$ cat config.mk
export PLATFORM = sky130hd
export DESIGN_NAME = serial_subtractor
export DESIGN_NICKNAME = d
export VERILOG_FILES = /design/src/rtl/arith_pkg.sv /design/src/rtl/full_subtractor_1b.sv /design/src/rtl/serial_subtractor.sv
export SDC_FILE = /design/constraint.sdc
export NUM_CORES = 1
export LEC_CHECK = 0
export BUFFER_PORTS_ARGS = -buffer_cell sky130_fd_sc_hd__buf_2
export CORE_MARGIN = 5
export CORE_UTILIZATION = 47
export DETAILED_ROUTE_END_ITERATION = 8
export PLACE_DENSITY = 0.71
export SETUP_SLACK_MARGIN = 0.02
export SYNTH_ARGS = -nofsm -noshare
export SYNTH_HDL_FRONTEND = slang
export SYNTH_HIERARCHICAL = 1
export SYNTH_SLANG_ARGS = --single-unit
export TNS_END_PERCENT = 20
$ cat constraint.sdc
create_clock -name clk -period 1.27 [get_ports clk]
set_clock_uncertainty 0.15 [all_clocks]
set_input_delay 0.127 -clock clk [delete_from_list [all_inputs] [get_ports clk]]
set_output_delay 0.127 -clock clk [all_outputs]
set_load 0.005 [all_outputs]
$ cat src/rtl/arith_pkg.sv
// Shared arithmetic definitions for the adder / subtractor family.
package arith_pkg;

    // Operand width shared by the four-bit adder, this subtractor and their benches.
    localparam int ADDER_W = 4;

    // Sequencing states of the bit-serial subtractor.
    typedef enum logic [1:0] {
        IDLE  = 2'd0,
        SHIFT = 2'd1,
        DONE  = 2'd2
    } sub_state_t;

endpackage

$ cat src/rtl/full_subtractor_1b.sv
// One-bit full subtractor cell: x - y - bi -> difference bit and borrow out.
module full_subtractor_1b (
    input  logic x,
    input  logic y,
    input  logic bi,
    output logic dbit,
    output logic bo
);

    assign dbit = x ^ y ^ bi;
    assign bo   = (~x & y) | (~(x ^ y) & bi);

endmodule

$ cat src/rtl/serial_subtractor.sv
// Bit-serial N-bit subtractor: d = {borrow_out, (a-b) mod 2**N}, LSB first,
// one bit per clock, sequenced by a start/done handshake.
module serial_subtractor
    import arith_pkg::*;
#(
    parameter int N  = ADDER_W,
    parameter int CW = 3
) (
    input  logic         clk,
    input  logic         rst,
    input  logic         start,
    input  logic [N-1:0] a,
    input  logic [N-1:0] b,
    output logic         busy,
    output logic         done,
    output logic [N:0]   d
);

    localparam logic [CW-1:0] LAST = CW'(N - 1);

    sub_state_t     r_state;
    sub_state_t     w_next;
    logic           w_accept;
    logic [N-1:0]   r_ra;
    logic [N-1:0]   r_rb;
    logic           r_borrow;
    logic [CW-1:0]  r_cnt;
    // Only the N-1 earlier difference bits are stored; the final bit comes
    // straight from the cell on the last SHIFT edge, so d can load there.
    logic [N-2:0]   r_diff;
    logic [N:0]     r_d;
    logic           w_dbit;
    logic           w_bo;
    logic           w_last;
    logic [N-1:0]   w_diff_cat;

    full_subtractor_1b u_cell (
        .x    (r_ra[0]),
        .y    (r_rb[0]),
        .bi   (r_borrow),
        .dbit (w_dbit),
        .bo   (w_bo)
    );

    assign w_last     = (r_cnt == LAST);
    assign w_diff_cat = {w_dbit, r_diff};
    assign d          = r_d;

    // State register.
    always_ff @(posedge clk) begin
        if (rst) r_state <= IDLE;
        else     r_state <= w_next;
    end

    // Next-state decode, start acceptance and status outputs.
    always_comb begin
        w_next   = r_state;
        w_accept = 1'b0;
        busy     = 1'b0;
        done     = 1'b0;
        case (r_state)
            IDLE: begin
                if (start) begin
                    w_accept = 1'b1;
                    w_next   = SHIFT;
                end
            end
            SHIFT: begin
                busy = 1'b1;
                if (w_last) w_next = DONE;
            end
            DONE: begin
                done = 1'b1;
                if (start) begin
                    w_accept = 1'b1;
                    w_next   = SHIFT;
                end else begin
                    w_next = IDLE;
                end
            end
            default: w_next = IDLE;
        endcase
    end

    // Operand capture, serial shift and result load on the SHIFT->DONE edge.
    always_ff @(posedge clk) begin
        if (rst) begin
            r_ra     <= '0;
            r_rb     <= '0;
            r_borrow <= 1'b0;
            r_cnt    <= '0;
            r_diff   <= '0;
            r_d      <= '0;
        end else if (w_accept) begin
            r_ra     <= a;
            r_rb     <= b;
            r_borrow <= 1'b0;
            r_cnt    <= '0;
            r_diff   <= '0;
        end else if (r_state == SHIFT) begin
            r_ra     <= {1'b0, r_ra[N-1:1]};
            r_rb     <= {1'b0, r_rb[N-1:1]};
            r_borrow <= w_bo;
            r_cnt    <= r_cnt + 1'b1;
            r_diff   <= w_diff_cat[N-1:1];
            if (w_last) r_d <= {w_bo, w_diff_cat};
        end
    end

endmodule

==> results.md <==
* Gate Count Post-Synth at 104
* Initial Util at 48.2%
* Final period util at 108%
* Fin Setup TNS at -255 ps
* # diodes at 0
* Vias per inst at 5.18
* Root buffer selected by CTS: clkbuf_4
* EDFF count, synth at 0
* Fillers at 152
* Post-Synthesis Cell Area at 917 sq um
* Post-route ant nets at 0
* Leak at 0.518 nW
* Hold path cells at 2
* FF-to-FF path depth at 4
* Sequential fraction of the synthesis area at 48.0%
* Via count at 845
* Cell with the most instances after synthesis: dfxtp_1
* Pwr dens at 1190 nW/um^2
* Total gr overflow at 0
* CP Class: flop to flop
* Post-Layout Inst Area at 1300 sq um
* Synth top cells by count: dfxtp_1, nand2_1, a21oi_1, nor3_1, nor2_1
* First-pass GRT wire length at 3460 um
* Clk slew on worst S/H paths at 130 ps
* FP Rows at 16
* Post-synth top area share at 48.0%
* Total I/O pin count at 18
* Maximum VDD drop at 0.000808 V
* Vias in the first global route at 804
* Total track usage at 16.3%
* Total Routed Length at 2140 um
* Chip width at 54.2 um
* Inserted Clock Buffers at 3
* Initial DRC count at 19
* Share of layout cells above drive strength 1 at 36.8%
* Ys flop type: dfxtp_1
* Max-Cap Viols at 0
* Max Slew Vio Count at 0
* Die Ht at 54.2 um
* Port Buffers at 17
* Post-synthesis register bit count at 22
* RSZ-0062 raised after global routing: yes
* Required @ worst endpoint at 1380 ps
* Final WS setup at -103 ps
* Worst Setup End Kind: flop
* Data arrival, critical path at 1480 ps
* Final hold viol count at 0
* Area delta synth->final at 41.9%
* Post-layout min period at 1370 ps
* HPWL after DPL at 1310 um
* Initial antenna violation count at 0
* Worst-Margin Slew at 310 ps
* DR DRC count at 0
* Clock Sinks at 22
* First-pass DRT Iterations at 4
* Synth Warn # at 6
* Ranking of synthesized cells by area: dfxtp_1, nand2_1, a21oi_1
* Yosys top cell by area: dfxtp_1
* Longest Clk Path Bufs at 2
* Worst-path fanout max at 2
* H-tree levels at 1
* Mean post-synth cell area at 8.82 sq um
* Failing checks: setup timing
* Global placement routability congestion at 0.749
* Startpoint Class: flop
* Drt wl/cell at 13.1 um
* Hold WC Path Type: input pin to flop
* Maximum clock frequency at 728 MHz
* Worst-skew pair later-pin latency at 310 ps
* Die area at 2930 sq um
* Distinct cells, synth at 25
* Setup Viol. Count Final at 6
* Core Footprint at 1900 sq um
* Largest net degree at the start of global routing at 17
* Status: finished, violations left
* Dpl cell area at 1070 sq um
* Nets at 151
* Worst slew margin at 79.2%
* CTS tree: done
* Syn_nets at 118
* Share of synthesized registers carrying an async set or reset at 0%
through the flow:
| step | setup WS, ps | hold slack [ps] | power, mW | instances | utilization (%) |
|---|---|---|---|---|---|
| floorplan | -6.41 | 158 | 0.892 | 104 | - |
| global placement | -42.1 | 269 | 0.947 | 149 | 56.2 |
| detailed placement | -70.8 | 281 | 0.955 | 149 | 56.2 |
| CTS | -87.9 | 7.48 | 1.52 | 162 | 66.8 |
| global route | -150 | 8.81 | 1.60 | 163 | 68.4 |
| finish | -103 | 14.8 | 1.55 | 163 | 68.4 |
layer usage:
| layer | GRT usage, % | wire length (um) | part of all wire (%) |
|---|---|---|---|
| met2 | 27.1 | 1040 | 49 |
| met1 | 20.3 | 952 | 44 |
| met3 | 2.49 | 91 | 4.3 |
| met5 | 0 | 0 | 0 |
| met4 | 7.88 | 57 | 2.7 |
kinds of logic (layout without fill, tap and decap cells):
logic type / count (synthesis) / count (layout) / synth area share (%)
AO/OA/AOI/OAI: 18 / 18 / 12.3
adder cells (fa/ha/maj): 3 / 3 / 4.91
XOR/XNOR: 1 / 1 / 0.955
buffers and inverters: 12 / 44 / 8.05
flip-flops: 22 / 22 / 48.0
AND/OR/NAND/NOR: 46 / 46 / 23.6
multiplexers: 2 / 2 / 2.18
cells in the final DEF (no fill, tap or decap), drive strengths merged:
cell         synthesis  layout
fa                   1       1
a21oi               10      10
bufinv               0       1
o22ai                4       4
nand3                5       5
a211oi               1       1
nand3b               1       1
xnor2                1       1
mux2i                2       2
dfxtp               22      22
clkbuf               1       3
ha                   2       2
o21a                 1       1
nor2b                1       1
buf                  6      27
nor3                10      10
nand2               19      19
dlygate4sd3          0       8
and2b                1       1
nand2b               3       3
a311oi               2       2
nor2                 6       6
inv                  5       5
flip-flops by register name (all words and copies together) (netlist names):
register	cells
d	5
r_borrow	1
r_cnt	3
r_diff	3
r_ra	4
r_rb	4
r_state	2
repair_timing:
item | in CTS | in global routing
gates resized for setup | 14 | 7
pin swaps | 6 | 6
hold buffers | 7 | 1
setup buffers | 2 | 0
endpoints found under the setup margin | 19 | 23
endpoints found under the hold margin | 7 | 1
worst paths after layout:
check / startpoint / to / slack (ps)
worst max-delay path: r_borrow / r_diff[2] / -100
worst min-delay path: rst / r_state[0] / 10
worst max register to register: r_borrow / r_diff[2] / -100
worst min register to register: r_diff[0] / r_diff[0] / 320
cell type report:
type | count | area, sq um | share of cell area [%]
clock inverter | 1 | 30.0 | 2.31
tap | 27 | 33.8 | 2.60
multi-input combinational | 70 | 460 | 35.4
inverter | 5 | 23.8 | 1.83
sequential | 22 | 447 | 34.3
clock buffer | 3 | 22.5 | 1.73
timing repair buffer | 35 | 284 | 21.8
critical path, cell delays in order (launching register included):
cell	delay, ps
dfxtp_2	350
inv_2	40
fa_2	580
nand2_1	60
a21oi_1	130
power by group:
| part | leakage (nW) | switching, mW | internal, mW |
|---|---|---|---|
| Combinational | 0.308 | 0.126 | 0.138 |
| Clock | 0.0279 | 0.220 | 0.319 |
| Sequential | 0.182 | 0.0242 | 0.724 |
| Total | 0.518 | 0.370 | 1.18 |
Note: power is estimated with default switching activity, not from simulation.
